File: config.mk
export PLATFORM = sky130hd
export DESIGN_NAME = multu_hilo_flat
export DESIGN_NICKNAME = d
export VERILOG_FILES = /design/src/rtl/cpu_funct_pkg.sv /design/src/rtl/multu_hilo_if.sv /design/src/rtl/multu_shift_add.sv /design/src/rtl/multu_hilo.sv /design/src/flat_wrapper.sv
export SDC_FILE = /design/constraint.sdc
export NUM_CORES = 1
export LEC_CHECK = 0
export CORE_ASPECT_RATIO = 1.4
export CORE_MARGIN = 2
export CORE_UTILIZATION = 45
export CTS_BUF_LIST = sky130_fd_sc_hd__clkbuf_4 sky130_fd_sc_hd__clkbuf_8 sky130_fd_sc_hd__clkbuf_16
export DETAILED_ROUTE_END_ITERATION = 8
export PLACE_DENSITY = 0.68
export SKIP_LAST_GASP = 1
export SYNTH_ARGS = -nofsm -noshare
export SYNTH_HDL_FRONTEND = slang
export SYNTH_SLANG_ARGS = --single-unit
File: constraint.sdc
create_clock -name clk -period 3.66 [get_ports clk]
set_input_delay 0.732 -clock clk [delete_from_list [all_inputs] [get_ports clk]]
set_output_delay 0.732 -clock clk [all_outputs]
set_load 0.005 [all_outputs]
File: src/rtl/cpu_funct_pkg.sv
// Function codes shared by the multiplier and the writeback selector, plus
// the multiplier control state type.
package cpu_funct_pkg;

    localparam logic [5:0] FN_AND   = 6'b100100;
    localparam logic [5:0] FN_OR    = 6'b100101;
    localparam logic [5:0] FN_ADD   = 6'b100000;
    localparam logic [5:0] FN_SUB   = 6'b100010;
    localparam logic [5:0] FN_SLT   = 6'b101010;
    localparam logic [5:0] FN_SLL   = 6'b000000;
    localparam logic [5:0] FN_MULTU = 6'b011001;
    localparam logic [5:0] FN_MFHI  = 6'b010000;
    localparam logic [5:0] FN_MFLO  = 6'b010010;
    localparam logic [5:0] FN_MTHI  = 6'b010001;
    localparam logic [5:0] FN_MTLO  = 6'b010011;

    typedef enum logic {
        ST_IDLE = 1'b0,
        ST_RUN  = 1'b1
    } mul_state_t;

endpackage

File: src/rtl/multu_hilo_if.sv
// Request/result bundle between the issuing stage and the HI/LO multiplier.
interface multu_hilo_if #(
    parameter int WIDTH = 32
);
    logic             start;
    logic [5:0]       Signal;
    logic [WIDTH-1:0] dataA;
    logic [WIDTH-1:0] dataB;
    logic [WIDTH-1:0] HiOut;
    logic [WIDTH-1:0] LoOut;
    logic             busy;
    logic             done;

    modport master (
        output start, Signal, dataA, dataB,
        input  HiOut, LoOut, busy, done
    );

    modport slave (
        input  start, Signal, dataA, dataB,
        output HiOut, LoOut, busy, done
    );
endinterface

File: src/rtl/multu_shift_add.sv
// Shift-add product engine: one multiplier bit per cycle, exposes the
// product as it will stand after the current step.
module multu_shift_add #(
    parameter int WIDTH = 32
) (
    input  logic             clk,
    input  logic             rst_n,
    input  logic             load,
    input  logic             run,
    input  logic [WIDTH-1:0] a_in,
    input  logic [WIDTH-1:0] b_in,
    output logic             last,
    output logic [WIDTH-1:0] hi,
    output logic [WIDTH-1:0] lo
);
    localparam int CW = (WIDTH > 1) ? $clog2(WIDTH) : 1;

    logic [2*WIDTH:0] p_q, p_d;
    logic [WIDTH-1:0] a_q, a_d;
    logic [CW-1:0]    cnt_q, cnt_d;
    logic [WIDTH:0]   sum;

    // Bit 2W of P is always zero between steps, so summing all W+1 upper bits
    // is the same as adding A to the upper W bits with the carry kept.
    always_comb begin
        sum = p_q[0] ? (p_q[2*WIDTH:WIDTH] + {1'b0, a_q}) : p_q[2*WIDTH:WIDTH];
        hi  = sum[WIDTH:1];
        lo  = {sum[0], p_q[WIDTH-1:1]};
    end

    always_comb begin
        p_d   = p_q;
        a_d   = a_q;
        cnt_d = cnt_q;
        if (load) begin
            p_d   = {{(WIDTH+1){1'b0}}, b_in};
            a_d   = a_in;
            cnt_d = '0;
        end else if (run) begin
            p_d   = {1'b0, sum, p_q[WIDTH-1:1]};
            cnt_d = cnt_q + CW'(1);
        end
    end

    assign last = (cnt_q == CW'(WIDTH - 1));

    always_ff @(posedge clk or negedge rst_n) begin
        if (!rst_n) begin
            p_q   <= '0;
            a_q   <= '0;
            cnt_q <= '0;
        end else begin
            p_q   <= p_d;
            a_q   <= a_d;
            cnt_q <= cnt_d;
        end
    end
endmodule

File: src/rtl/multu_hilo.sv
// Sequential MULTU unit owning the HI/LO pair; HI/LO change only on commit.
// Define MULTU_HILO_MTHI_MTLO_EN to also accept MTHI/MTLO writes from dataA.
//
//   state   | meaning
//   ST_IDLE | HI/LO stable, accepting requests
//   ST_RUN  | shift-add iterations in progress, requests ignored
module multu_hilo
    import cpu_funct_pkg::*;
#(
    parameter int WIDTH = 32
) (
    input  logic         clk,
    input  logic         rst_n,
    multu_hilo_if.slave  bus
);
    mul_state_t       state_q, state_d;
    logic [WIDTH-1:0] hi_q, hi_d;
    logic [WIDTH-1:0] lo_q, lo_d;
    logic             done_q, done_d;
    logic             start_mul;
    logic             last;
    logic [WIDTH-1:0] prod_hi, prod_lo;

    assign start_mul = bus.start && (bus.Signal == FN_MULTU) && (state_q == ST_IDLE);

    multu_shift_add #(.WIDTH(WIDTH)) u_engine (
        .clk   (clk),
        .rst_n (rst_n),
        .load  (start_mul),
        .run   (state_q == ST_RUN),
        .a_in  (bus.dataA),
        .b_in  (bus.dataB),
        .last  (last),
        .hi    (prod_hi),
        .lo    (prod_lo)
    );

    always_ff @(posedge clk or negedge rst_n) begin
        if (!rst_n) begin
            state_q <= ST_IDLE;
            hi_q    <= '0;
            lo_q    <= '0;
            done_q  <= 1'b0;
        end else begin
            state_q <= state_d;
            hi_q    <= hi_d;
            lo_q    <= lo_d;
            done_q  <= done_d;
        end
    end

    always_comb begin
        state_d = state_q;
        case (state_q)
            ST_IDLE: if (start_mul) state_d = ST_RUN;
            ST_RUN:  if (last)      state_d = ST_IDLE;
            default:                state_d = ST_IDLE;
        endcase
    end

    always_comb begin
        hi_d   = hi_q;
        lo_d   = lo_q;
        done_d = 1'b0;
        if ((state_q == ST_RUN) && last) begin
            hi_d   = prod_hi;
            lo_d   = prod_lo;
            done_d = 1'b1;
        end
`ifdef MULTU_HILO_MTHI_MTLO_EN
        else if ((state_q == ST_IDLE) && bus.start) begin
            if (bus.Signal == FN_MTHI) hi_d = bus.dataA;
            if (bus.Signal == FN_MTLO) lo_d = bus.dataA;
        end
`endif
    end

    assign bus.HiOut = hi_q;
    assign bus.LoOut = lo_q;
    assign bus.busy  = (state_q == ST_RUN);
    assign bus.done  = done_q;
endmodule

File: src/flat_wrapper.sv
// flat-port wrapper written by rule: the top's interface ports become plain ports
module multu_hilo_flat import cpu_funct_pkg::*;
#(
    parameter int WIDTH = 32
)
  (clk, rst_n, bus_start, bus_Signal, bus_dataA, bus_dataB, bus_HiOut, bus_LoOut, bus_busy, bus_done);
  multu_hilo_if #(.WIDTH(WIDTH)) bus_i ();
  input  logic clk;
  input  logic rst_n;
  input wire logic [$bits(bus_i.start)-1:0] bus_start;
  input wire logic [$bits(bus_i.Signal)-1:0] bus_Signal;
  input wire logic [$bits(bus_i.dataA)-1:0] bus_dataA;
  input wire logic [$bits(bus_i.dataB)-1:0] bus_dataB;
  output wire logic [$bits(bus_i.HiOut)-1:0] bus_HiOut;
  output wire logic [$bits(bus_i.LoOut)-1:0] bus_LoOut;
  output wire logic [$bits(bus_i.busy)-1:0] bus_busy;
  output wire logic [$bits(bus_i.done)-1:0] bus_done;
  assign bus_i.start = bus_start;
  assign bus_i.Signal = bus_Signal;
  assign bus_i.dataA = bus_dataA;
  assign bus_i.dataB = bus_dataB;
  assign bus_HiOut = bus_i.HiOut;
  assign bus_LoOut = bus_i.LoOut;
  assign bus_busy = bus_i.busy;
  assign bus_done = bus_i.done;
  multu_hilo #(.WIDTH(WIDTH)) u_core (.clk(clk), .rst_n(rst_n), .bus(bus_i));
endmodule
* Yosys cells after proc, flatten, opt, wreduce, memory -nomap -nowiden
Index checks and enable logic that the tools add are counted.
** Operators by class
- $add $sub $neg :: 2
- Multipliers :: 0
- Divide/modulo/power cells :: 0
- Order comparisons :: 0
- Equal/unequal tests :: 2
- Shift-type cells :: 0
- Muxes and demuxes :: 9
- Bitwise logic cells :: 1
- Reductions and logical operators :: 4
** Operators with widths (count)
- $mux W65 :: 2
- $add A33 B32 Y33 :: 1
- $mux W33 :: 1
- $mux W5 :: 2
- $eq A6 B5 Y1 const B :: 1
- $add A5 B1 Y5 const B :: 1
- $eq A5 B5 Y1 const B :: 1
- $logic_and A1 B1 Y1 :: 3
- $mux W1 :: 3
- $pmux W1 S2 :: 1
- $reduce_bool A2 Y1 :: 1
- $not A1 Y1 :: 1
** Word-level totals
- Bits in registers :: 168
- Bits in latches :: 0
- Memory bits (writable) :: 0
- ROM bits :: 0
- Input bits :: 73
- Output and inout bits :: 66
- Logic and storage cells :: 25
- Memories :: 0

* Logic depth before layout (Yosys ltp)
Gate-level depths: netlist (run 1).
- Word-level depth :: 5
- Mapped depth :: 10

* Hierarchy
A second synthesis (run 1) with hierarchy kept.
** Second synthesis, totals
- Cell total of the unflattened synthesis :: 833
- Area total of the unflattened synthesis :: 9233.9 µm²
** By module, submodules not included
- multu_shift_add :: times used 1, cells an instance 689, area an instance 6561.3 µm², seq. area each 2527.4 µm²
- multu_hilo :: times used 1, cells an instance 144, area an instance 2672.6 µm², seq. area each 1651.6 µm²

* Worst setup path before layout (run 1)
Ideal clock, no wire load.
- Path type :: register -> register
- Start :: register u_core.u_engine.p_q[32]
- End :: register u_core.hi_q[23] (netlist: u_core.bus.HiOut[23])
- Arrival :: 2468 ps
- Setup slack :: 1066 ps
- Cell stages (with the launch flop) :: 11
- Buffers on the path :: 1
- Clock period less this slack :: 2594 ps
- Cell sequence :: dfrtp_1 -> ha_1 -> fa_1 -> a21o_1 -> a221oi_4 -> nand4b_4 -> and3_1 -> buf_4 -> o21ai_1 -> xor2_1 -> a221o_1
** Between the ends
- Longest elaborated chain between the ends :: 2
** RTL lines
- start, declared :: line multu_shift_add.sv:18 : logic [2*WIDTH:0] p_q, p_d;
- start signal, assigned :: line multu_shift_add.sv:53 : p_q <= p_d;
- $add A33 B32 Y33 :: line multu_shift_add.sv:26 : sum = p_q[0] ? (p_q[2*WIDTH:WIDTH] + {1'b0, a_q}) : p_q[2*WIDTH:WIDTH];
- $mux W33 :: line multu_shift_add.sv:26
- end signal, assigned :: line multu_hilo.sv:46 : hi_q <= hi_d;
- end, declared :: line multu_hilo.sv:17 : logic [WIDTH-1:0] hi_q, hi_d;
Every way passes these cells.
A chain may end at the register's enable or synchronous reset.

* Worst setup path in the final report (run 1)
- Start :: register u_core.u_engine.p_q[32]
- End :: register u_core.hi_q[27] (netlist: u_core.bus.HiOut[27])
Same word-level chain as after synthesis.

==> metrics.csv, run 1 <==
stage,metric,value,unit
sta,setup_viol,0,
synth,synth-seq-cells,167,
cts,cts_buffer_depth,2,
cts,cts_hold_buf,0,
sta,worst_pin_slew,851,ps
floorplan,die_h,170,um
synth,synth-async-reset-ratio,100,%
detailed_routing,viasPerCell,5.58,
synth,synthAdderAreaFrac,5.01,%
worst_setup_path,worstPathArrival,3230,ps
synth,synth_seq_area_share,47.0,%
sta,fin_setup_tns,0,ps
synth,syn_avg_cell_area,9.65,um^2
floorplan,start_util,46.0,%
sta,fin_crit_sh,79.7,%
synth,synth-compound-area-share,14.8,%
synth,ys.flop_type,dfrtp_1,
placed_design,gp_congestion,0.971,
power_and_ir_drop,leakage,5.24,nW
worst_setup_path,cp_max_fo,6,
detailed_routing,routed_wl,23300,um
worst_setup_path,critPathRequiredTime,3970,ps
cells_and_area,area.growth.synth_to_final,24.6,%
sta,period_needed,2920,ps
detailed_routing,drc,0,
cts,htree_levels,4,
synth,synth_edf_count,0,
worst_hold_path,hold_path_class,in -> async,
cts,clk_pin_slew,70,ps
sta,hold_viol,0,
global_route,grt_usage,23.4,%
status,status,completed,
placed_design,port_buffers,138,
synth,synth-warning-count,0,
detailed_routing,ant_nets,0,
cts,cts.sinks,167,
cells_and_area,fill_cells,1713,
global_route,grt_max_degree,82,
sta,drv_slew,0,
floorplan,die-area,20900,um^2
synth,syn_area,8880,um^2
cells_and_area,final_common_cell,nand2_1,
cts,post_cts_buffers,0,
detailed_routing,drt_iter0_markers,385,
worst_setup_path,cp-end-kind,register,
sta,grt_setup_unrepaired,false,
global_route,grt-ovfl-total,0,
global_route,antenna_found_initial,0,
cts,clk_latency,440,ps
cts,cts_buffers,17,
cts,cts-resized-gates,0,
floorplan,row_count,60,
synth,postSynthCellCount,921,
power_and_ir_drop,power,7.12,mW
cts,cts_root_buffer,clkbuf_16,
sta,fin_skew,10.5,ps
worst_setup_path,cp-start-kind,register,
synth,synth_top_family_by_area,simple AND/OR/NAND/NOR gates,
floorplan,core-area,19300,um^2
cells_and_area,num-nets-final,1146,
synth,synth_cell_types,60,
sta,max_freq,343,MHz
power_and_ir_drop,powerDensity,644,nW/um^2
cells_and_area,antennaDiodeCount,0,
synth,synth_nets,1029,
detailed_routing,vias,7243,
placed_design,dp_hpwl,16400,um
detailed_routing,dr.pass1.iters,4,
cells_and_area,drive_gt1_share,8.85,%
global_route,grt_pass1_wl,38300,um
worst_setup_path,path_class,reg -> reg,
synth,synthXorXnorAreaFrac,2.56,%
global_route,grt_pass1_vias,7527,
synth,yosys-mux-area-fraction,11.8,%
cells_and_area,final_cell_mix,"nand2_1 (220), dfrtp_1 (165), clkdlybuf4s50_1 (137)",
synth,synth-simple-area-share,15.9,%
detailed_routing,routedWlPerCell,18.0,um
floorplan,pin_count,139,
cts,tritoncts,yes,
job,maxCapViolCount,0,
sta,relSlewSlack,43.2,%
power_and_ir_drop,ir_drop,0.386,mV
floorplan,die_x,123,um
[logic make-up (layout without fill, tap and decap cells)]
family | count (synthesis) | count (layout)
AO/OA/AOI/OAI | 209 | 209
XOR/XNOR | 26 | 26
adder cells (fa/ha/maj) | 35 | 35
buffers and inverters | 62 | 192
flip-flops | 167 | 167
multiplexers | 100 | 100
AND/OR/NAND/NOR | 322 | 322
[power breakdown]
group          total (mW)  switching (mW)  internal [mW]
logic                2.50            1.38           1.12
registers            2.82           0.491           2.33
clock network        1.80           0.829          0.975
total                7.12            2.70           4.42
[path summary, 6_finish.rpt]
kind	startpoint	endpoint	slack, ps	cells past startpoint
min	rst_n	u_core.bus.LoOut[27]	270	1
min reg2reg	u_core.bus.LoOut[28]	u_core.bus.LoOut[28]	480	2
max	u_core.u_engine.p_q[32]	u_core.bus.HiOut[27]	740	9
max in group asynchronous	rst_n	u_core.u_engine.a_q[22]	2680	2
min in group clk	u_core.bus.LoOut[28]	u_core.bus.LoOut[28]	480	2
max reg2reg	u_core.u_engine.p_q[32]	u_core.bus.HiOut[27]	740	9
[routing by layer]
| metal | wire (um) | GRT usage [%] | vias up |
|---|---|---|---|
| li1 | - | - | 3474 |
| met1 | 9540 | 27.7 | 3534 |
| met2 | 11800 | 40.5 | 197 |
| met3 | 1370 | 5.26 | 38 |
| met4 | 633 | 9.50 | 0 |
| met5 | 0 | 0 | - |
[synth_stat cells (11+ instances only)]
master | count | area share (%)
xor2_1 | 14 | 1.4
a21oi_1 | 48 | 2.7
o21ai_0 | 85 | 4.8
dfrtp_1 | 167 | 47
buf_1 | 11 | 0.46
a21o_1 | 11 | 0.93
nand4_1 | 11 | 0.77
mux2i_1 | 65 | 7.3
nand2_1 | 221 | 9.3
ha_1 | 34 | 4.8
nand3_1 | 13 | 0.73
nor2_1 | 33 | 1.4
xnor2_1 | 12 | 1.2
clkbuf_1 | 36 | 1.5
mux2_2 | 35 | 4.4
[stage by stage]
stage          std cells  cell area, um^2  utilization [%]  hold WS (ps)  worst slack, ps
3_5_place_dp        1267            10500             54.4           462              779
4_1_cts             1299            11100             57.4           276              757
5_1_grt             1299            11100             57.4           304              620
2_1_floorplan        921             8880                -           436             1070
3_3_place_gp        1267            10500             54.4           457              834
6_report            1299            11100             57.4           265              744
[cell type report]
cell class	count	area [um^2]	area share, %
repair buffers	150	1500	13.5
clock buffers	18	439	3.97
well taps	248	310	2.80
inverters	10	37.5	0.339
flip-flops and latches	167	4180	37.8
clock inverters	14	139	1.26
multi-input cells	692	4460	40.3
[worst max-delay path: stages, from the launching register on]
cell and delay (ps):
dfrtp_1 390, ha_1 240, fa_1 420, a21o_1 220
a221oi_4 320, nand4b_4 230, and3_1 360, o21a_1 200
xnor2_1 90, a221o_1 330
[sequential cells by signal, indices dropped and copies added (netlist names)]
| register | cells |
|---|---|
| u_core.bus.busy | 1 |
| u_core.bus.done | 1 |
| u_core.u_engine.a_q | 32 |
| u_core.bus.HiOut | 32 |
| u_core.u_engine.cnt_q | 5 |
| u_core.bus.LoOut | 32 |
| u_core.u_engine.p_q | 64 |
Note: power is estimated with default switching activity, not from simulation.
==> inputs of run 2 (changes only) <==
--- a/config.mk
+++ b/config.mk
@@ -10,7 +10,7 @@
 export CORE_UTILIZATION = 45
 export CTS_BUF_LIST = sky130_fd_sc_hd__clkbuf_4 sky130_fd_sc_hd__clkbuf_8 sky130_fd_sc_hd__clkbuf_16
 export DETAILED_ROUTE_END_ITERATION = 8
-export PLACE_DENSITY = 0.68
+export PLACE_DENSITY = 0.7
 export SKIP_LAST_GASP = 1
 export SYNTH_ARGS = -nofsm -noshare
 export SYNTH_HDL_FRONTEND = slang
==> constraint.sdc (replaced) <==
create_clock -name clk -period 2.42 [get_ports clk]
set_input_delay 0.484 -clock clk [delete_from_list [all_inputs] [get_ports clk]]
set_output_delay 0.484 -clock clk [all_outputs]
set_load 0.005 [all_outputs]
==> run 2 against run 1 <==
  * The flow now finishes with violations (hold timing, setup timing)
  * Maximum frequency increased by 15%
  * Via count increased by 6.6%
  * Die area unchanged
  * Wire length increased by 10%
  * Critical path type unchanged
  * Critical endpoint is now u_core.u_engine.p_q[63]
  * Clock skew increased by 6.5 ps
  * Worst setup slack got worse by 860 ps
  * Design area increased by 11%
  * Largest cell class unchanged
  * Clock-buffer cell count unchanged
==> metrics.csv, run 2 (synthesis results as in run 1) <==
stage,metric,value,unit,change
status,status,"complete, but fails checks",,
status,violations,"hold timing, setup timing",,
cts,clk_pin_slew,80,ps,about the same
detailed_routing,drt_iter0_markers,449,,+17%
detailed_routing,viasPerCell,5.50,,-1.3%
placed_design,dp_hpwl,17900,um,+9.4%
detailed_routing,dr.pass1.iters,8,,+4
global_route,grt_pass1_vias,7782,,+3.4%
global_route,antenna_found_initial,0,,unchanged
global_route,grt_pass1_wl,40400,um,+5.5%
floorplan,die_h,170,um,unchanged
sta,drv_slew,0,,unchanged
cts,htree_levels,4,,unchanged
cells_and_area,multiInputGateArea,4800,um^2,+7.6%
power_and_ir_drop,power,12.0,mW,+68%
cts,cts.sinks,167,,unchanged
sta,whs,-4.00,ps,-269 ps
worst_setup_path,critPathRequiredTime,2720,ps,-1250 ps
cells_and_area,antennaDiodeCount,0,,unchanged
global_route,grt_max_degree,91,,+11%
floorplan,die_x,123,um,unchanged
cts,cts_buffers,17,,unchanged
worst_setup_path,path_class,reg -> reg,,
cells_and_area,instances_no_fill,1403,,+8.0%
placed_design,dpl-instance-area,11200,um^2,+6.8%
worst_setup_path,reg2reg_slack,-110,ps,-860 ps
cells_and_area,num-nets-final,1250,,+9.1%
power_and_ir_drop,ir_drop,0.552,mV,+43%
sta,fin_crit_sh,105,%,+25 points
placed_design,port_buffers,138,,unchanged
sta,grt_setup_unrepaired,true,,
worst_setup_path,cp-end-kind,register,,
sta,final.setup.worst_slack,-114,ps,-858 ps
sta,relSlewSlack,60.3,%,+17 points
floorplan,core-area,19300,um^2,unchanged
cells_and_area,final_cell_mix,"nand2_1 (219), dfrtp_1 (164), clkdlybuf4s50_1 (137)",,
detailed_routing,routedWlPerCell,18.3,um,+1.8%
sta,worst_pin_slew,596,ps,-255 ps
cells_and_area,seqCellArea,4190,um^2,about the same
cts,clk_latency,440,ps,about the same
detailed_routing,ant_nets,0,,unchanged
sta,setup_viol,17,,+17
placed_design,gp_congestion,0.957,,-1.5%
power_and_ir_drop,leakage,5.79,nW,+10%
sta,max_freq,395,MHz,+15%
floorplan,row_count,60,,unchanged
global_route,grt-ovfl-total,0,,unchanged
floorplan,start_util,46.0,%,unchanged
power_and_ir_drop,powerDensity,978,nW/um^2,+52%
cells_and_area,area.growth.synth_to_final,37.9,%,
cells_and_area,regMostFlops,u_core.u_engine.p_q,,
cells_and_area,final_util,63.5,%,+6.1 points
floorplan,pin_count,139,,unchanged
detailed_routing,vias,7720,,+6.6%
cells_and_area,final_common_cell,nand2_1,,
placed_design,dp.cells,1354,,+6.9%
sta,period_needed,2530,ps,-382 ps
cts,cts_root_buffer,clkbuf_16,,
cells_and_area,drive_gt1_share,20.9,%,+12 points
detailed_routing,drc,0,,unchanged
sta,fin_skew,17.0,ps,+6.51 ps
worst_hold_path,hold_path_class,in -> async,,
worst_setup_path,cp-start-kind,register,,
detailed_routing,routed_wl,25700,um,+10%
floorplan,die-area,20900,um^2,unchanged
cells_and_area,largest_reg_flops,64,,unchanged
global_route,grt_usage,25.0,%,+1.6 points
sta,hold_viol,2,,+2
cts,cts_buffer_depth,2,,unchanged
placed_design,preCtsSetupSlack,-224,ps,-1000 ps
worst_setup_path,cp_max_fo,5,,-1
job,maxCapViolCount,0,,unchanged
worst_setup_path,worstPathArrival,2830,ps,-400 ps
cells_and_area,fill_cells,1642,,-4.1%
cells_and_area,final_area,12200,um^2,+11%
cts,tritoncts,yes,,
cts,cts_hold_buf,0,,unchanged
==> run 2: cell types whose count changed in the layout (fill, tap and decap cells not counted), sizes merged <==
cell,previous run,this run
clkinv,5,6
clkinvlp,2,1
inv,16,17
buf,13,117
bufinv,1,0
==> run 2: worst max-delay path, cell delays in order, from the launching register on <==
cell      delay, ps
dfrtp_1         410
ha_4            180
fa_2            330
a21o_1          210
a221oi_4        250
nand4b_4        220
and3_4          250
buf_6           100
o22ai_2          50
o31ai_2         280
o21ai_1         120
==> run 2: timing repair <==
item,in CTS,in global routing
gates cloned,0,0
resized for setup,16,55
setup endpoints to repair,26,45
setup buffers,5,13
pin swaps,15,29
==> run 2: worst paths after layout <==
check | from | endpoint | depth (start not counted)
max | u_core.u_engine.p_q[32] | u_core.u_engine.p_q[63] | 10
min | rst_n | u_core.bus.LoOut[27] | 1
max reg2reg | u_core.u_engine.p_q[32] | u_core.u_engine.p_q[63] | 10
min reg2reg | u_core.bus.LoOut[28] | u_core.bus.LoOut[28] | 2
max in group asynchronous | rst_n | u_core.u_engine.p_q[13] | 2
min in group clk | u_core.bus.LoOut[28] | u_core.bus.LoOut[28] | 2
==> run 2: metrics by stage <==
stage | setup TNS (ps) | hold WS (ps)
after CTS | -1010 | 33.5
after detailed placement | -3190 | 463
after global routing | -3410 | 23.4
after floorplan | -688 | 188
final | -1170 | -4.00
after global placement | -1720 | 457
==> run 2: cell type report <==
| type | count | share of cell area [%] |
|---|---|---|
| Clock buffer | 18 | 3.53 |
| Clock inverter | 14 | 1.11 |
| Inverter | 10 | 0.306 |
| Multi-Input combinational cell | 692 | 39.2 |
| Sequential cell | 167 | 34.2 |
| Tap cell | 248 | 2.53 |
| Timing Repair Buffer | 254 | 19.2 |
==> run 2: report_power, final <==
| part | switching [mW] | internal, mW |
|---|---|---|
| clock | 1.30 | 1.38 |
| sequential | 0.715 | 3.52 |
| combinational | 2.53 | 2.54 |
==> run 2: metal layers <==
metal  part of all wire [%]  global-route usage [%]  routed length, um  up-vias
li1                       -                       -                  -     3684
met1                     40                    29.6              10400     3766
met2                     53                    44.4              13500      220
met3                    4.4                    5.06               1140       50
met4                    2.6                    8.75                672        0
met5                      0                       0                  0        -
